===== src/rtl/mipi_tx_cmd_arbiter_if.sv =====
`default_nettype none
// ============================================================================
// Module      : mipi_tx_cmd_arbiter_if
// Description : Shared host command port between the arbiter and the host.
// Revision    : 1.0 - initial release
// ============================================================================
interface mipi_tx_cmd_arbiter_if;
    logic        host_tx_cmd_req;
    logic [5:0]  host_tx_cmd_data_type;
    logic [15:0] host_tx_cmd_byte_count;
    logic        host_tx_cmd_ack;
    logic        host_tx_payload_en_last;

    modport master (
        output host_tx_cmd_req,
        output host_tx_cmd_data_type,
        output host_tx_cmd_byte_count,
        input  host_tx_cmd_ack,
        input  host_tx_payload_en_last
    );

    modport slave (
        input  host_tx_cmd_req,
        input  host_tx_cmd_data_type,
        input  host_tx_cmd_byte_count,
        output host_tx_cmd_ack,
        output host_tx_payload_en_last
    );
endinterface
`default_nettype wire


===== src/rtl/mipi_tx_cmd_arbiter.sv =====
`default_nettype none
// ============================================================================
// Module      : mipi_tx_cmd_arbiter
// Description : Arbitrates video long packets and DCS short packets onto the
//               shared host command port, with vblank priority and ack timeout.
// Revision    : 1.0 - initial release
// ============================================================================
module mipi_tx_cmd_arbiter #(
    parameter int unsigned TIMEOUT = 1023
) (
    input  wire                        clk_periph,
    input  wire                        rstn,
    input  wire                        frame_start,
    input  wire                        vid_req,
    input  wire  [5:0]                 vid_data_type,
    input  wire  [15:0]                vid_byte_count,
    output logic                       vid_ack,
    input  wire                        dcs_req,
    input  wire  [5:0]                 dcs_data_type,
    input  wire  [15:0]                dcs_word,
    output logic                       dcs_ack,
    mipi_tx_cmd_arbiter_if.master      host,
    output logic                       grant_vid,
    output logic                       busy,
    output logic                       timeout_pulse,
    output logic [7:0]                 err_cnt
);

    typedef enum logic [1:0] {
        IDLE     = 2'd0,
        CMD_VID  = 2'd1,
        DATA_VID = 2'd2,
        CMD_DCS  = 2'd3
    } state_t;

    localparam logic [15:0] c_wait_last = 16'(TIMEOUT - 1);

    state_t      r_state;
    state_t      w_state_nxt;
    logic        r_ready;
    logic        r_vblank;
    logic [15:0] r_wait_cnt;
    logic        w_grant_vid;
    logic        w_grant_dcs;
    logic        w_vid_done;
    logic        w_dcs_done;
    logic        w_timeout;

    always_ff @(posedge clk_periph or negedge rstn) begin
        if (!rstn) r_state <= IDLE;
        else       r_state <= w_state_nxt;
    end

    always_comb begin
        w_state_nxt = r_state;
        w_grant_vid = 1'b0;
        w_grant_dcs = 1'b0;
        w_vid_done  = 1'b0;
        w_dcs_done  = 1'b0;
        w_timeout   = 1'b0;
        case (r_state)
            IDLE: begin
                // DCS wins only during vblank or when video is not asking
                if (r_ready && dcs_req && (r_vblank || !vid_req)) begin
                    w_grant_dcs = 1'b1;
                    w_state_nxt = CMD_DCS;
                end else if (r_ready && vid_req) begin
                    w_grant_vid = 1'b1;
                    w_state_nxt = CMD_VID;
                end
            end
            CMD_VID: begin
                if (host.host_tx_cmd_ack) begin
                    w_vid_done  = 1'b1;
                    w_state_nxt = DATA_VID;
                end else if (r_wait_cnt == c_wait_last) begin
                    w_timeout   = 1'b1;
                    w_state_nxt = IDLE;
                end
            end
            DATA_VID: begin
                if (host.host_tx_payload_en_last) w_state_nxt = IDLE;
            end
            CMD_DCS: begin
                if (host.host_tx_cmd_ack) begin
                    w_dcs_done  = 1'b1;
                    w_state_nxt = IDLE;
                end else if (r_wait_cnt == c_wait_last) begin
                    w_timeout   = 1'b1;
                    w_state_nxt = IDLE;
                end
            end
            default: w_state_nxt = IDLE;
        endcase
    end

    // r_ready holds off granting until the second edge after reset release
    always_ff @(posedge clk_periph or negedge rstn) begin
        if (!rstn) begin
            r_ready                     <= 1'b0;
            r_vblank                    <= 1'b0;
            r_wait_cnt                  <= 16'd0;
            host.host_tx_cmd_req        <= 1'b0;
            host.host_tx_cmd_data_type  <= 6'd0;
            host.host_tx_cmd_byte_count <= 16'd0;
            vid_ack                     <= 1'b0;
            dcs_ack                     <= 1'b0;
            timeout_pulse               <= 1'b0;
            err_cnt                     <= 8'd0;
        end else begin
            r_ready       <= 1'b1;
            vid_ack       <= w_vid_done;
            dcs_ack       <= w_dcs_done;
            timeout_pulse <= w_timeout;

            if (frame_start)      r_vblank <= 1'b1;
            else if (w_grant_vid) r_vblank <= 1'b0;

            if (w_grant_vid || w_grant_dcs)
                r_wait_cnt <= 16'd0;
            else if (r_state == CMD_VID || r_state == CMD_DCS)
                r_wait_cnt <= r_wait_cnt + 16'd1;

            if (w_grant_vid || w_grant_dcs)
                host.host_tx_cmd_req <= 1'b1;
            else if (w_vid_done || w_dcs_done || w_timeout)
                host.host_tx_cmd_req <= 1'b0;

            if (w_grant_vid) begin
                host.host_tx_cmd_data_type  <= vid_data_type;
                host.host_tx_cmd_byte_count <= vid_byte_count;
            end else if (w_grant_dcs) begin
                host.host_tx_cmd_data_type  <= dcs_data_type;
                host.host_tx_cmd_byte_count <= dcs_word;
            end

            if (w_timeout && (err_cnt != 8'hFF)) err_cnt <= err_cnt + 8'd1;
        end
    end

    assign grant_vid = (r_state == CMD_VID) || (r_state == DATA_VID);
    assign busy      = (r_state != IDLE);

endmodule
`default_nettype wire


===== src/flat_wrapper.sv =====
// flat-port wrapper written by rule: the top's interface ports become plain ports
module mipi_tx_cmd_arbiter_flat 
#(
    parameter int unsigned TIMEOUT = 1023
)
  (clk_periph, rstn, frame_start, vid_req, vid_data_type, vid_byte_count, vid_ack, dcs_req, dcs_data_type, dcs_word, dcs_ack, grant_vid, busy, timeout_pulse, err_cnt, host_host_tx_cmd_req, host_host_tx_cmd_data_type, host_host_tx_cmd_byte_count, host_host_tx_cmd_ack, host_host_tx_payload_en_last);
  mipi_tx_cmd_arbiter_if host_i ();
  input  wire clk_periph;
  input  wire rstn;
  input  wire frame_start;
  input  wire vid_req;
  input  wire  [5:0] vid_data_type;
  input  wire  [15:0] vid_byte_count;
  output logic vid_ack;
  input  wire dcs_req;
  input  wire  [5:0] dcs_data_type;
  input  wire  [15:0] dcs_word;
  output logic dcs_ack;
  output logic grant_vid;
  output logic busy;
  output logic timeout_pulse;
  output logic [7:0] err_cnt;
  output wire logic [$bits(host_i.host_tx_cmd_req)-1:0] host_host_tx_cmd_req;
  output wire logic [$bits(host_i.host_tx_cmd_data_type)-1:0] host_host_tx_cmd_data_type;
  output wire logic [$bits(host_i.host_tx_cmd_byte_count)-1:0] host_host_tx_cmd_byte_count;
  input wire logic [$bits(host_i.host_tx_cmd_ack)-1:0] host_host_tx_cmd_ack;
  input wire logic [$bits(host_i.host_tx_payload_en_last)-1:0] host_host_tx_payload_en_last;
  assign host_host_tx_cmd_req = host_i.host_tx_cmd_req;
  assign host_host_tx_cmd_data_type = host_i.host_tx_cmd_data_type;
  assign host_host_tx_cmd_byte_count = host_i.host_tx_cmd_byte_count;
  assign host_i.host_tx_cmd_ack = host_host_tx_cmd_ack;
  assign host_i.host_tx_payload_en_last = host_host_tx_payload_en_last;
  mipi_tx_cmd_arbiter #(.TIMEOUT(TIMEOUT)) u_core (.clk_periph(clk_periph), .rstn(rstn), .frame_start(frame_start), .vid_req(vid_req), .vid_data_type(vid_data_type), .vid_byte_count(vid_byte_count), .vid_ack(vid_ack), .dcs_req(dcs_req), .dcs_data_type(dcs_data_type), .dcs_word(dcs_word), .dcs_ack(dcs_ack), .host(host_i), .grant_vid(grant_vid), .busy(busy), .timeout_pulse(timeout_pulse), .err_cnt(err_cnt));
endmodule

===== config.mk =====
export PLATFORM = sky130hd
export DESIGN_NAME = mipi_tx_cmd_arbiter_flat
export DESIGN_NICKNAME = d
export VERILOG_FILES = /design/src/rtl/mipi_tx_cmd_arbiter_if.sv /design/src/rtl/mipi_tx_cmd_arbiter.sv /design/src/flat_wrapper.sv
export SDC_FILE = /design/constraint.sdc
export NUM_CORES = 1
export LEC_CHECK = 0
export CAP_MARGIN = 10
export CORE_ASPECT_RATIO = 1.5
export CORE_MARGIN = 10
export CORE_UTILIZATION = 46
export CTS_CLUSTER_DIAMETER = 60
export CTS_CLUSTER_SIZE = 14
export DETAILED_ROUTE_END_ITERATION = 7
export HOLD_SLACK_MARGIN = 0.1
export PLACE_DENSITY = 0.86
export SYNTH_ARGS = -nofsm -noshare
export SYNTH_HDL_FRONTEND = slang
export SYNTH_SLANG_ARGS = --single-unit

===== constraint.sdc =====
create_clock -name clk_periph -period 2.7 [get_ports clk_periph]
set_input_delay 0.405 -clock clk_periph [delete_from_list [all_inputs] [get_ports clk_periph]]
set_output_delay 0.405 -clock clk_periph [all_outputs]
set_load 0.005 [all_outputs]

==> run metrics <==
status=complete, no violations; CP Max Fanout=11; Post-CTS Setup Bufs=0; chip width=82.8 microns; Crit path buffers/inverters=1; Filler cells=452; Synth cell types=45; Worst EP arrival=approximately 2700 ps; layout cells sized above 1=6.48%; TNS Setup=0 ps; drt first pass iters=4; cts bufs inserted=5; H-Tree Depth=2; ys async rst share=100%; pwr dens=748 nW/um^2; register area=around 1400 sq um; grt ovf=0; #FFs+latches synth=54; drt drc=0; Static Leak=1.76 nW; area of the core=a little under 6000 sq um; Detail Route Antenna Nets=0; pin count of the biggest net entering global routing=55; Hold WC Path Type=in2async; crit-path cells=inv_1 -> ha_1 -> or4b_1 -> or4_4 -> nor4_2 -> mux2_1; # setup viols final=0; ys flop type=dfrtp_1; Post-Route WL=roughly 6.6 mm; P_sw=roughly 0.00095 W; die footprint=~9500 sq um; clk buf depth=2; CTS tree=yes; first-pass GRT wire length=10.7 mm; slowest stage cell on the critical path=or4_4; Initial Util=between 40 and 50%; port buffer count=86; placed instance area=3660 sq um; Hold Vio Cnt, Final=0; routed len/inst=~16 microns; Worst slew margin=between 50% and 60%; part of the power in combinational logic=42.1%; via count=roughly 2200; IO Pins=87; Post-CTS Resized=0; Syn Area/Cell=10.2 sq um; Achievable Freq=0.401 GHz; worst vdd rail ir drop=roughly 0.34 mV; vias in the first global route=around 2200; clock latency on the worst-skew pair=roughly 300 ps; Worst setup SP type=flip-flop; Net Sw Frac=33.8%; RSZ-0062 raised after global routing=false; MaxCap Viol Count=0; Synth Warn #=0; Worst setup EP type=flip-flop; Inserted Diodes=0; post-synth top area share=about half; Multi-input gate area=1290 sq um; syn_nets=325; antenna violations before repair=0; clock network power share=between 10% and 20%; Worst-Margin Slew=680 ps; CP required=around 2900 ps; register area share after synthesis=49.7%; num rows=34; slowest stage delay, CP=approximately 620 ps; design area=approximately 3700 sq um; leading area contributor after synthesis=dfrtp_1; Seq pwr share=between 40% and 50%; critical path class=reg2reg; min Tclk post-route=roughly 2500 ps; Internal=0.00185 W; R2R setup slack=a little over 200 ps; drt initial violations=between 80 and 90; die height=between 100 and 150 microns; Critical path origin=u_core.r_wait_cnt[0]; Final period util=between 90 and 100%; cts-stage hold buffer count=0; mapped cell area=between 2000 and 3000 sq um; Post-synth EDFFs=0; Slew Viols, Final=0; crit-path leading delay family=simple AND/OR/NAND/NOR gates; DP HPWL=~5.2 mm; via/cell ratio=5.21; largest cells by area after synthesis=dfrtp_1 (50%), mux2i_1 (8.5%), o21ai_1 (4.8%); Max Clock Skew=just over 10 ps; worst r2r src=u_core.r_wait_cnt[0]; CTS clk-pin slew, worst paths=approximately 90 ps; Global Route Usage Sum=between 10% and 20%; Root Driver=clkbuf_8; synthesis-to-layout area growth=37.7%; final RePlAce weighted congestion=0.879; Nets=413; Clock Sinks=54; Synth Instances=about 270
path summary, 6_finish.rpt:
| kind | end | cells after the start |
|---|---|---|
| setup / recovery | u_core.err_cnt[6] | 6 |
| min in group clk_periph | u_core.host.host_tx_cmd_data_type[3] | 2 |
| hold reg to reg | u_core.host.host_tx_cmd_data_type[3] | 2 |
| setup reg to reg | u_core.err_cnt[6] | 6 |
| max in group asynchronous | u_core.r_wait_cnt[1] | 2 |
| hold / removal | u_core.host.host_tx_cmd_byte_count[11] | 2 |
placed cells by master (no fill, tap or decap), types with 4 or more instances in the layout:
cell type | Yosys | routed
xor2_1 | 8 | 8
or3_1 | 5 | 5
dfrtp_1 | 54 | 54
nor3_2 | 5 | 5
inv_1 | 12 | 12
mux2i_1 | 23 | 23
xnor2_1 | 6 | 6
buf_4 | 0 | 4
a21oi_1 | 8 | 8
nand4_1 | 4 | 4
clkdlybuf4s50_1 | 0 | 85
clkbuf_8 | 0 | 5
o21ai_1 | 26 | 26
ha_1 | 8 | 8
nor3_1 | 5 | 5
nor2_1 | 12 | 12
nand3_1 | 7 | 7
nand2_1 | 34 | 34
state kept, by name (all words and copies together), names as in the netlist:
register / flops
u_core.host.host_tx_cmd_byte_count: 16
u_core.r_wait_cnt: 16
u_core.err_cnt: 8
u_core.host.host_tx_cmd_data_type: 6
u_core.r_state: 2
u_core.dcs_ack: 1
u_core.host.host_tx_cmd_req: 1
u_core.r_ready: 1
u_core.r_vblank: 1
u_core.timeout_pulse: 1
u_core.vid_ack: 1
routing by layer:
| layer | global-route usage, % | routed length, microns |
|---|---|---|
| met1 | 15.6 | 2620 |
| met2 | 25.1 | 3400 |
| met3 | 3.93 | 556 |
| met4 | 3.70 | 66 |
| met5 | 0 | 0 |
kinds of logic (layout without fill, tap and decap cells):
group / after synthesis / in the layout / synth area share [%]
mux: 25 / 25 / 9.29
other cells: 1 / 1 / 0.138
simple gates: 91 / 91 / 17.6
xor+xnor: 14 / 14 / 4.51
buf+inv: 21 / 110 / 3.27
fa+ha+maj: 8 / 8 / 3.68
compound gates: 52 / 52 / 11.8
flops: 54 / 54 / 49.7
through the flow:
step | hold WS [ps] | worst slack [ps] | instances | utilization [%] | power (W)
2_1_floorplan | 109 | 472 | 266 | - | 0.00175
3_3_place_gp | 468 | 322 | 419 | 63.2 | 0.00233
3_5_place_dp | 475 | 210 | 419 | 63.2 | 0.00240
4_1_cts | 237 | 195 | 427 | 64.7 | 0.00284
5_1_grt | 264 | 78.8 | 427 | 64.7 | 0.00301
6_report | 209 | 204 | 427 | 64.7 | 0.00280
cell usage after synthesis (all sizes together) (3+ instances only):
cell,count
dfrtp,54
nand2,34
o21ai,29
mux2i,23
nor2,13
inv,12
nor3,10
a21oi,8
ha,8
xor2,8
nand3,7
xnor2,6
clkbuf,5
or3,5
buf,4
nand4,4
o211ai,4
nand2b,3
nor4,3
or2,3
power groups by stage:
stage,clock (W),sequential [W],combinational [W]
after detailed placement,0,0.00120,0.00120
after global routing,0.000488,0.00121,0.00131
after floorplan,0,0.00120,0.000555
final,0.000440,0.00118,0.00118
after CTS,0.000459,0.00118,0.00121
after global placement,0,0.00118,0.00115
area by class of cell:
cell class,instances,area share [%]
flip-flops and latches,54,36.1
multi-input cells,191,34.3
repair buffers,90,23.7
well taps,72,2.41
clock buffers,6,1.94
inverters,12,1.20
clock inverters,2,0.368
Power figures use the tool's default switching activity.
